[config.mk]
export PLATFORM = sky130hd
export DESIGN_NAME = sync_filter
export DESIGN_NICKNAME = d
export VERILOG_FILES = /design/src/rtl/sync_pkg.sv /design/src/rtl/sync_filter_chan.sv /design/src/rtl/sync_filter.sv
export SDC_FILE = /design/constraint.sdc
export NUM_CORES = 1
export LEC_CHECK = 0
export BUFFER_PORTS_ARGS = -buffer_cell sky130_fd_sc_hd__buf_2
export CORE_ASPECT_RATIO = 1.25
export CORE_MARGIN = 2
export CORE_UTILIZATION = 30
export CTS_BUF_LIST = sky130_fd_sc_hd__clkbuf_4
export CTS_CLUSTER_DIAMETER = 60
export DETAILED_ROUTE_END_ITERATION = 7
export MAX_ROUTING_LAYER = met4
export PLACE_DENSITY = 0.59
export SLEW_MARGIN = 15
export SYNTH_ARGS = -nofsm -noshare
export SYNTH_HDL_FRONTEND = slang
export SYNTH_SLANG_ARGS = --single-unit
[constraint.sdc]
create_clock -name clk -period 1.9 [get_ports clk]
set_clock_uncertainty 0.2 [all_clocks]
set_input_delay 0.095 -clock clk [delete_from_list [all_inputs] [get_ports clk]]
set_output_delay 0.095 -clock clk [all_outputs]
set_load 0.005 [all_outputs]
[src/rtl/sync_pkg.sv]
// sync_pkg: shared definitions for the sync_filter input conditioner.
//   cnt_width(filt_cyc) : width of a per-channel stability counter
//   SYNC_STAGES_DEF     : default synchronizer depth
//   FILT_CYC_DEF        : default stability window, in cycles
//   edge_t              : rise/fall pulse pair for downstream consumers
package sync_pkg;

   localparam int SYNC_STAGES_DEF = 2;
   localparam int FILT_CYC_DEF    = 3;

   typedef struct packed {
      logic rise;
      logic fall;
   } edge_t;

   function automatic int cnt_width(input int filt_cyc);
      return $clog2(filt_cyc + 1);
   endfunction

endpackage

[src/rtl/sync_filter_chan.sv]
// sync_filter_chan: one channel of the input conditioner.
// An asynchronous pin is passed through a STAGES-deep synchronizer chain,
// then through a stability filter that only accepts a new level after it
// has been held for FILT_CYC consecutive cycles. A registered one-cycle
// rise or fall pulse accompanies each accepted change.
//   clk      in   system clock
//   n_rst    in   synchronous active-low reset
//   async_in in   asynchronous pin
//   sync_raw out  last synchronizer stage, unfiltered
//   sync_out out  filtered level
//   rise     out  one-cycle pulse on sync_out 0->1
//   fall     out  one-cycle pulse on sync_out 1->0
module sync_filter_chan
   import sync_pkg::*;
#(
   parameter int   STAGES   = SYNC_STAGES_DEF,
   parameter int   FILT_CYC = FILT_CYC_DEF,
   parameter logic RST_VAL  = 1'b1
) (
   input  logic clk,
   input  logic n_rst,
   input  logic async_in,
   output logic sync_raw,
   output logic sync_out,
   output logic rise,
   output logic fall
);

   localparam int            CW       = cnt_width(FILT_CYC);
   localparam logic [CW-1:0] CNT_LAST = CW'(FILT_CYC - 1);

   generate
      if (STAGES < 2) begin : g_bad_stages
         $error("sync_filter_chan: STAGES must be at least 2");
      end
      if (FILT_CYC < 1) begin : g_bad_filt
         $error("sync_filter_chan: FILT_CYC must be at least 1");
      end
   endgenerate

   logic [STAGES-1:0] chain;
   logic [CW-1:0]     cnt;
   logic              mismatch;
   logic              commit;

   assign sync_raw = chain[STAGES-1];
   assign mismatch = chain[STAGES-1] ^ sync_out;
   // Commit on the FILT_CYC-th consecutive mismatching edge.
   assign commit   = mismatch && (cnt == CNT_LAST);

   always_ff @(posedge clk) begin
      if (!n_rst) begin
         chain    <= {STAGES{RST_VAL}};
         sync_out <= RST_VAL;
         cnt      <= '0;
         rise     <= 1'b0;
         fall     <= 1'b0;
      end else begin
         chain <= {chain[STAGES-2:0], async_in};
         // Pulses land in the same cycle the new sync_out becomes visible.
         rise  <= commit & chain[STAGES-1];
         fall  <= commit & ~chain[STAGES-1];
         if (!mismatch) begin
            cnt <= '0;
         end else if (commit) begin
            sync_out <= chain[STAGES-1];
            cnt      <= '0;
         end else begin
            cnt <= cnt + CW'(1);
         end
      end
   end

endmodule

[src/rtl/sync_filter.sv]
// sync_filter: multi-channel synchronizer and glitch filter for
// asynchronous boundary pins (USB D+/D-, external strobes). Each channel
// is independent and resets to its own bit of RST_VAL.
//   clk      in   system clock
//   n_rst    in   synchronous active-low reset
//   async_in in   [WIDTH] asynchronous pins
//   sync_raw out  [WIDTH] synchronized, unfiltered levels
//   sync_out out  [WIDTH] synchronized, filtered levels
//   rise     out  [WIDTH] one-cycle pulse on sync_out 0->1
//   fall     out  [WIDTH] one-cycle pulse on sync_out 1->0
module sync_filter
   import sync_pkg::*;
#(
   parameter int               WIDTH    = 2,
   parameter int               STAGES   = SYNC_STAGES_DEF,
   parameter int               FILT_CYC = FILT_CYC_DEF,
   parameter logic [WIDTH-1:0] RST_VAL  = {WIDTH{1'b1}}
) (
   input  logic             clk,
   input  logic             n_rst,
   input  logic [WIDTH-1:0] async_in,
   output logic [WIDTH-1:0] sync_raw,
   output logic [WIDTH-1:0] sync_out,
   output logic [WIDTH-1:0] rise,
   output logic [WIDTH-1:0] fall
);

   generate
      if (WIDTH < 1) begin : g_bad_width
         $error("sync_filter: WIDTH must be at least 1");
      end
   endgenerate

   genvar i;
   generate
      for (i = 0; i < WIDTH; i++) begin : g_chan
         sync_filter_chan #(
            .STAGES   (STAGES),
            .FILT_CYC (FILT_CYC),
            .RST_VAL  (RST_VAL[i])
         ) u_chan (
            .clk      (clk),
            .n_rst    (n_rst),
            .async_in (async_in[i]),
            .sync_raw (sync_raw[i]),
            .sync_out (sync_out[i]),
            .rise     (rise[i]),
            .fall     (fall[i])
         );
      end
   endgenerate

endmodule

Word level (Yosys, flattened, before mapping)
Cells that the tools add are included.
Widths: inputs -> output; s select.
{"block": "word_totals", "out_inout_bits": 8, "input_bits": 4, "register_bits": 14, "elab_cells": 31}
{"block": "op_classes", "bitwise": 11, "n_eq_ne": 2, "n_addsub": 2, "n_reduce_logical": 6}
{"cell": "$reduce_or 3->1", "count": 2}
{"cell": "$not 1->1", "count": 5}
{"cell": "$add 2x1->2 const B", "count": 2}
{"cell": "$and 1x1->1", "count": 4}
{"cell": "$eq 2x2->1 const B", "count": 2}
{"cell": "$reduce_and 2->1", "count": 2}
{"cell": "$logic_and 1x1->1", "count": 2}
{"cell": "$xor 1x1->1", "count": 2}

Longest topological paths before layout
Gate-level depths: netlist of the first run.
{"block": "depth", "depth_word": 3, "mapped_depth": 4}

Cells and area by module
A second synthesis of the first run with hierarchy kept.
{"block": "unflattened", "cells_unflattened": 38, "area_unflattened_um2": 455.4}
{"module": "sync_filter_chan", "instances": 2, "cells_per_inst": 19, "area_per_inst_um2": 227.7}

Worst setup path before layout of the first run
OpenSTA, ideal clock, no wires.
{"block": "synth_path", "path_kind": "register to register", "startpoint": "register g_chan[1].u_chan.cnt[0]", "endpoint": "register g_chan[1].u_chan.cnt[1]", "required_ps": 1604, "setup_time_ps": 96, "t_arrival_ps": 859, "synth_period_minus_slack_ps": 1155, "n_path_buf": 0, "stages_incl_launch_ff": 4, "setup_slack_ps": 745, "cell_sequence": "dfxtp_1 -> inv_1 -> ha_1 -> nor4b_1"}
{"block": "synth_between", "elab_chain_cells": 3, "elab_cells_between_ends": 4, "classes_between": "add/sub: 1; eq/ne: 1; reduce/logical: 2"}
{"element": "start, declared", "line_no": "sync_filter_chan.sv:42", "rtl": "logic [CW-1:0] cnt;"}
{"element": "start signal, assigned", "line_no": "sync_filter_chan.sv:69", "rtl": "cnt <= cnt + CW'(1);"}
{"element": "$eq 2x2->1", "line_no": "sync_filter_chan.sv:49", "rtl": "assign commit = mismatch && (cnt == CNT_LAST);"}
{"element": "$logic_and 1x1->1", "line_no": "sync_filter_chan.sv:49"}
{"element": "$reduce_or 3->1 (no line)"}
Parallel ways exist; a longest one is shown, timed or not.
A chain may end at the register's enable or synchronous reset.

Worst setup path in the final report of the first run
{"block": "layout_path", "startpoint": "input port n_rst", "endpoint": "register g_chan[0].u_chan.chain[0]"}
{"element": "start, declared", "line_no": "sync_filter.sv:20", "rtl": "input logic n_rst,"}
{"element": "end signal, assigned", "line_no": "sync_filter_chan.sv:53", "rtl": "chain <= {STAGES{RST_VAL}};"}
{"element": "end signal, assigned", "line_no": "sync_filter_chan.sv:59", "rtl": "chain <= {chain[STAGES-2:0], async_in};"}
{"element": "end, declared", "line_no": "sync_filter_chan.sv:41", "rtl": "logic [STAGES-1:0] chain;"}
No word-level cell between the ends.

==> flow_summary.ini, run 1 <==
[outcome]
outcome = finished, final reports clean

[clock_network]
cts_post_setup_buffers_inserted = 0
clk_path_buf_depth = 2
cts_tree = done
cts-htree-levels = 1
cts_sinks = 14
clkTransAtPathRegs_ns = 0.08
clockRootBuffer = clkbuf_4
clock_latency_ns = 0.26
numCtsBuffers = 3
cts_resized = 0
ctsHoldBuffers = 5

[final_layout]
area_growth_pct = 16.3
fin_nets = 65
drive_gt1_share_pct = 24.6
insertedDiodeCount = 0
multi_input_area_um2 = 168
final_common_cell = dfxtp_1
final_cell_mix = dfxtp_1 (14), buf_2 (11), dlygate4sd3_1 (5)
final-seq-area_um2 = 280
final_util_pct = 37.8
n_fill_cell = 170

[setup_path]
cp.required_ns = 1.85
crit_type = primary input to flip-flop
critPathCaptureType = flip-flop
critPathLaunchType = primary input
cpPeakStageDelay_ns = 0.55
path_cells = dlygate4sd3_1 > buf_2 > nand2b_1 > dlygate4sd3_1
critPathMostFrequentCell = dlygate4sd3_1
cp_slowest_cell = dlygate4sd3_1
worstPathMaxFanout = 12
cp.arrival_ns = 1.45

[floorplan]
dieArea_mm2 = 0.00209
fp.coreArea_mm2 = 0.00160
die_y_um = 50.6
die_w_um = 41.3
start_util_pct = 32.5
placementRows = 16
ios = 12

[global_route]
antenna_found_initial = 0
overflow = 0
grt_usage_pct = 7.31
grt_pass1_wl_um = 993
grt_max_degree = 13
grt_pass1_vias = 221

[timing]
finalMaxSlewViolations = 0
relSlewSlack_pct = 84.4
fin_crit_sh_pct = 78.6
whs_ns = 0.208
period_needed_ns = 1.49
tightest_slew_ns = 0.231
fmax_ghz = 0.669
setup_violations = 0
fin_ws_ns = 0.406
grt_setup_unrepaired = false
hold_viol_final = 0
final.setup.tns_ns = 0

[routing]
antenna_left = 0
vias = 296
avgViaCountPerCell = 3.95
drt-wirelength-per-cell_um = 8.39
routed_wl_um = 629
drt_pass1_iterations = 4
drtIter0Drc = 4
drc = 0

[power]
power.internal_uw = 387
clock_power_share_pct = 32.2
leakagePower_nw = 0.232
swShare_pct = 19.3
cellPowerDensity_mw_per_mm2 = 793
switching_power_uw = 92.9
comb_power_share_pct = 5.0
power_frac_seq_pct = 62.8
ir_drop_v = 0.000350

[synthesis]
ys_seq_elements = 14
syn_area_um2 = 520
ys_types = 11
synth_cells = 47
synth_top_cell_by_area = dfxtp_1
synth_top_area_share_pct = 53.8
ys_seq_area_share_pct = 53.8
netlist_top_cells_area = dfxtp_1 (54%), buf_4 (12%), nor4b_1 (6.7%)
avgSynthCellArea_um2 = 11.1
syn_nets = 53
yosysWarnings = 0

[min_path]
hold_path.class = flip-flop to flip-flop

[placed_design]
numPortBuffers = 11
place_congestion = 0.669
dp_slack_ns = 0.698

[run]
maxCapViolCount = 0
## cell families (layout without fill, tap and decap cells)
group	Yosys count	count (layout)	synth area share, %
and+or+nand+nor	16	16	20.2
DFF	14	14	53.8
buffers and inverters	11	21	13.9
adders and majority gates	2	2	4.81
xor gates and xnor gates	2	2	3.37
muxes	2	2	3.85
## worst max-delay path, delay by kind of cell
kind | cells | cell delay, ns
AND/OR/NAND/NOR | 1 | 0.07
buffers and inverters | 3 | 1.29
## sequential cells by signal, indices dropped and copies added, names as in the netlist
signal                  flops
g_chan.u_chan.chain         4
g_chan.u_chan.cnt           4
g_chan.u_chan.fall          2
g_chan.u_chan.rise          2
g_chan.u_chan.sync_out      2
## final timing paths
kind | from | endpoint | slack [ns] | cells past startpoint
max | n_rst | g_chan[0].u_chan.chain[0] | 0.41 | 4
max reg2reg | g_chan[1].u_chan.cnt[0] | g_chan[1].u_chan.cnt[1] | 0.69 | 3
min | g_chan[1].u_chan.chain[0] | g_chan[1].u_chan.chain[1] | 0.21 | 1
min reg2reg | g_chan[1].u_chan.chain[0] | g_chan[1].u_chan.chain[1] | 0.21 | 1
## power by group through the flow
stage	clock (mW)	combinational (mW)	sequential [mW]
final	0.155	0.0239	0.301
after global routing	0.174	0.0258	0.302
after CTS	0.161	0.0238	0.301
after detailed placement	0	0.0161	0.308
after global placement	0	0.0158	0.308
after floorplan	0	0.0129	0.308
## cell type report
| cell class | count | area share, % |
|---|---|---|
| repair buffers | 16 | 17.4 |
| clock buffers | 3 | 3.72 |
| multi-input cells | 22 | 27.7 |
| inverters | 2 | 1.24 |
| flip-flops and latches | 14 | 46.3 |
| well taps | 18 | 3.72 |
## metal layers
metal	track usage [%]	vias up	share of wire, %
met5	-	-	0
met4	4.84	0	2.2
met3	3.98	2	8.1
met2	7.03	10	33
met1	10.9	117	56
li1	-	167	-
## synth_stat cells
master and n:
dfxtp_1 14, buf_4 8, nand2_1 4, nand2b_1 4
nor3b_1 4, nor4b_1 4, ha_1 2, inv_1 2
mux2i_1 2, xnor2_1 2, clkbuf_2 1
## metrics by stage
step / total power, mW / cell area [µm²] / instances
after floorplan: 0.321 / 520 / 47
after global placement: 0.324 / 533 / 67
after detailed placement: 0.324 / 533 / 67
after CTS: 0.486 / 606 / 75
after global routing: 0.502 / 606 / 75
final: 0.480 / 606 / 75
No activity file was read; power rests on OpenSTA's default activity.
==> run 2: changes to the inputs <==
PLACE_DENSITY = 0.6   (was 0.59)
clock period = 1.3 ns   (was 1.9 ns; I/O delays follow)
==> run 2 against run 1 <==
Setup slack worse by 0.34 ns. Non-clock buffer count down 2. Critical path type is now flip-flop to flip-flop. Cell count down 1.3%. Largest power group unchanged. Critical endpoint is now g_chan[1].u_chan.cnt[1]. Die area unchanged. Power up 48%. Largest cell class unchanged. Routed wire length up 5.2%. First-iteration DRC count down 25%. Combinational power up 36%. Critical path depth down 1.
==> flow_summary.ini, run 2 (synthesis results as in run 1) <==
[min_path]
hold_path.class = flip-flop to flip-flop
min-delay-start = g_chan[1].u_chan.chain[0]
hold_depth = 1
min_to = g_chan[1].u_chan.chain[1]

[global_route]
grt_usage_pct = 7.92
antenna_found_initial = 0
grt_pass1_wl_um = 1080
grt_max_degree = 13
grt_pass1_vias = 280
overflow = 0

[timing]
setup_violations = 0
period_needed_ns = 1.23
final.setup.tns_ns = 0
fin_crit_sh_pct = 94.6
tightest_slew_ns = 0.293
finalMaxSlewViolations = 0
relSlewSlack_pct = 80.3
fin_ws_ns = 0.0698
whs_ns = 0.218
fmax_ghz = 0.813
hold_viol_final = 0

[setup_path]
rrSetupSlack_ns = 0.07
r2r_end = g_chan[1].u_chan.cnt[1]
r2r-start = g_chan[1].u_chan.cnt[0]
cp.arrival_ns = 1.21
worstPathMaxFanout = 2
critPathCaptureType = flip-flop
cp.required_ns = 1.28
critPathLaunchType = flip-flop
rr_worst_depth = 3
crit_type = flip-flop to flip-flop

[routing]
routed_wl_um = 662
vias = 316
drt_pass1_iterations = 3
antenna_left = 0
drt-wirelength-per-cell_um = 8.95
drtIter0Drc = 3
drc = 0
avgViaCountPerCell = 4.27

[clock_network]
clock_latency_ns = 0.27
cts_sinks = 14
cts_tree = done
cts-htree-levels = 1
clkTransAtPathRegs_ns = 0.08
cts_post_setup_buffers_inserted = 0
clockRootBuffer = clkbuf_4
numCtsBuffers = 3
clk_path_buf_depth = 2

[power]
ir_drop_v = 0.000476
cellPowerDensity_mw_per_mm2 = 1160
swShare_pct = 20.1
switching_power_uw = 143
power_frac_seq_pct = 62.1
clock_power_share_pct = 33.3
power.internal_uw = 567
leakagePower_nw = 0.230
comb_power_share_pct = 4.6

[outcome]
outcome = finished, final reports clean

[final_layout]
fin_nets = 63
final_common_cell = dfxtp_1
instances_no_fill = 74
drive_gt1_share_pct = 32.1
insertedDiodeCount = 0
area_growth_pct = 17.3
largestRegisters = g_chan.u_chan.chain: 4 flops, g_chan.u_chan.cnt: 4 flops
final_util_pct = 38.1
final_cell_mix = dfxtp_1 (14), buf_2 (11), nand2_1 (4), nor3b_1 (4), nand2b_1 (4)

[placed_design]
place_inst = 67
hpwl_um = 451
dp_slack_ns = 0.0635
place_congestion = 0.643
numPortBuffers = 11

[run]
maxCapViolCount = 0

[floorplan]
placementRows = 16
ios = 12
die_y_um = 50.6
start_util_pct = 32.5
die_w_um = 41.3
dieArea_mm2 = 0.00209
fp.coreArea_mm2 = 0.00160
-- run 2: cell types whose count changed in the layout (fill, tap and decap cells not counted), sizes merged --
cell and change:
clkinv +1, dlygate4sd3 -2
-- run 2: worst max path at each step --
stage,startpoint,slack [ns],cells past startpoint,endpoint
global route,g_chan[1].u_chan.cnt[0],-0.009,3,g_chan[1].u_chan.cnt[1]
global placement,g_chan[0].u_chan.cnt[0],0.13,3,g_chan[0].u_chan.cnt[0]
detailed placement,g_chan[1].u_chan.cnt[0],0.06,3,g_chan[1].u_chan.cnt[1]
CTS,g_chan[1].u_chan.cnt[0],0.05,3,g_chan[1].u_chan.cnt[1]
floorplan,g_chan[1].u_chan.cnt[0],0.14,3,g_chan[1].u_chan.cnt[1]
finish,g_chan[1].u_chan.cnt[0],0.07,3,g_chan[1].u_chan.cnt[1]
-- run 2: area by class of cell --
type / instances / area [µm²]
inverter: 2 / 7.51
timing repair buffer: 14 / 85.1
tap: 18 / 22.5
clock buffer: 3 / 22.5
sequential: 14 / 280
clock inverter: 1 / 3.75
fill: 167 / 991
multi-input combinational: 22 / 189
-- run 2: worst max-delay path: stages (launching register included) --
cell	delay (ns)
dfxtp_1	0.33
inv_1	0.05
ha_1	0.29
nor4b_2	0.27
-- run 2: what timing repair did --
action / in CTS / in global routing
setup endpoints to repair: 0 / 3
hold buffers: 3 / 0
resized for setup: 0 / 4
endpoints found under the hold margin: 14 / 0
-- run 2: metrics by stage --
step / power (mW) / instance area, µm²
after global routing: 0.754 / 611
after detailed placement: 0.475 / 533
after global placement: 0.474 / 533
final: 0.710 / 611
after floorplan: 0.469 / 520
after CTS: 0.727 / 589
-- run 2: power groups by stage --
stage               Sequential (mW)  Combinational (mW)  Clock (mW)
finish                        0.441              0.0326       0.236
CTS                           0.441              0.0305       0.256
global route                  0.442              0.0364       0.275
floorplan                     0.450              0.0189           0
detailed placement            0.451              0.0238           0
global placement              0.451              0.0232           0
-- run 2: routing by layer --
| metal | GRT usage [%] | vias to the layer above | wire length (µm) | part of all wire [%] |
|---|---|---|---|---|
| met5 | - | - | 0 | 0 |
| met4 | 4.84 | 0 | 0 | 0 |
| li1 | - | 163 | - | - |
| met1 | 9.04 | 142 | 322 | 49 |
| met3 | 3.98 | 0 | 65 | 9.8 |
| met2 | 10.7 | 11 | 274 | 41 |
==> run 3: changes to the inputs <==
RECOVER_POWER = 25   (was unset)
==> run 3 against run 2 <==
Fmax did not move. Highest routed layer unchanged. Die area did not move. Non-clock buffer count did not move. Combinational power barely moved.
==> flow_summary.ini, run 3 (synthesis results as in run 1) <==
[power]
cellPowerDensity_mw_per_mm2 = 1170
comb_power_share_pct = 4.6
clock_power_share_pct = 33.3
power_frac_seq_pct = 62.1
power.internal_uw = 567
switching_power_uw = 143
power.total_uw = 710
swShare_pct = 20.1
leakagePower_nw = 0.226
ir_drop_v = 0.000476

[timing]
relSlewSlack_pct = 80.3
fmax_ghz = 0.813
fin_ws_ns = 0.0698
setup_violations = 0
tightest_slew_ns = 0.293
fin_crit_sh_pct = 94.6
finalMaxSlewViolations = 0
final.setup.tns_ns = 0
whs_ns = 0.218
period_needed_ns = 1.23
hold_viol_final = 0

[clock_network]
clkTransAtPathRegs_ns = 0.08
cts_sinks = 14
numCtsBuffers = 3
clk_path_buf_depth = 2
clock_latency_ns = 0.27
cts-htree-levels = 1
cts_tree = done
clockRootBuffer = clkbuf_4

[setup_path]
critPathLaunchType = flip-flop
cpPeakStageDelay_ns = 0.33
path_cells = inv_1 > ha_1 > nor4b_2
crit_type = flip-flop to flip-flop
cp_slowest_cell = dfxtp_1
critPathCaptureType = flip-flop
worstPathMaxFanout = 2
cp.arrival_ns = 1.21
cp.required_ns = 1.28

[final_layout]
drive_gt1_share_pct = 30.4
final_cell_mix = dfxtp_1 (14), buf_2 (10), nand2_1 (4), nor3b_1 (4), nand2b_1 (4)
insertedDiodeCount = 0
area_growth_pct = 17.1
largestRegisters = g_chan.u_chan.chain: 4 flops, g_chan.u_chan.cnt: 4 flops
final_common_cell = dfxtp_1
fin_nets = 63
fin_area_um2 = 609

[floorplan]
placementRows = 16
die_y_um = 50.6
die_w_um = 41.3
dieArea_mm2 = 0.00209
start_util_pct = 32.5
ios = 12
fp.coreArea_mm2 = 0.00160

[global_route]
grt_max_degree = 13
grt_pass1_wl_um = 1080
overflow = 0
grt_pass1_vias = 280
antenna_found_initial = 0
grt_usage_pct = 7.92

[placed_design]
place_congestion = 0.643
place_area_um2 = 533
numPortBuffers = 11
dp_slack_ns = 0.0635
hpwl_um = 451

[run]
maxCapViolCount = 0

[routing]
drtIter0Drc = 3
drt-wirelength-per-cell_um = 8.97
avgViaCountPerCell = 4.27
vias = 316
drc = 0
drt_pass1_iterations = 3
antenna_left = 0
routed_wl_um = 664

[min_path]
hold_path.class = flip-flop to flip-flop

[outcome]
outcome = finished, final reports clean
run 3: path summary, 6_finish.rpt:
check	from	to	slack, ns	depth (start not counted)
max	g_chan[1].u_chan.cnt[0]	g_chan[1].u_chan.cnt[1]	0.07	3
min	g_chan[1].u_chan.chain[0]	g_chan[1].u_chan.chain[1]	0.22	1
max reg2reg	g_chan[1].u_chan.cnt[0]	g_chan[1].u_chan.cnt[1]	0.07	3
min reg2reg	g_chan[1].u_chan.chain[0]	g_chan[1].u_chan.chain[1]	0.22	1
run 3: worst max-delay path, delay by kind of cell, from the launching register on:
kind | cells | cell delay [ns]
and+or+nand+nor | 1 | 0.27
DFF | 1 | 0.33
adders and majority gates | 1 | 0.29
buffers and inverters | 1 | 0.05
run 3: stage by stage:
stage / utilization [%] / instances
floorplan: - / 47
CTS: 36.8 / 74
global route: 38.0 / 74
detailed placement: 33.3 / 67
global placement: 33.3 / 67
finish: 38.0 / 74
run 3: area by class of cell:
class	count	area [µm²]
Multi-Input combinational cell	22	189
Clock buffer	3	22.5
Sequential cell	14	280
Clock inverter	1	3.75
Inverter	2	7.51
Fill cell	167	992
Tap cell	18	22.5
Timing Repair Buffer	14	83.8
run 3: power by group through the flow:
stage | logic, mW | clock network, mW | registers [mW]
floorplan | 0.0189 | 0 | 0.450
global placement | 0.0232 | 0 | 0.451
detailed placement | 0.0238 | 0 | 0.451
CTS | 0.0305 | 0.256 | 0.441
global route | 0.0364 | 0.275 | 0.442
finish | 0.0326 | 0.236 | 0.441
run 3: metal layers:
| metal | track usage [%] | vias up | part of all wire [%] |
|---|---|---|---|
| met5 | - | - | 0 |
| met4 | 4.84 | 0 | 0 |
| met3 | 3.98 | 0 | 9.9 |
| met2 | 10.7 | 11 | 41 |
| met1 | 9.04 | 142 | 49 |
| li1 | - | 163 | - |
run 3: what timing repair did:
item / in CTS / in global routing
gates resized for setup: 0 / 4
hold endpoints to repair: 14 / 0
hold buffers: 3 / 0
setup endpoints to repair: 0 / 3
buffers inserted: 0 / 0
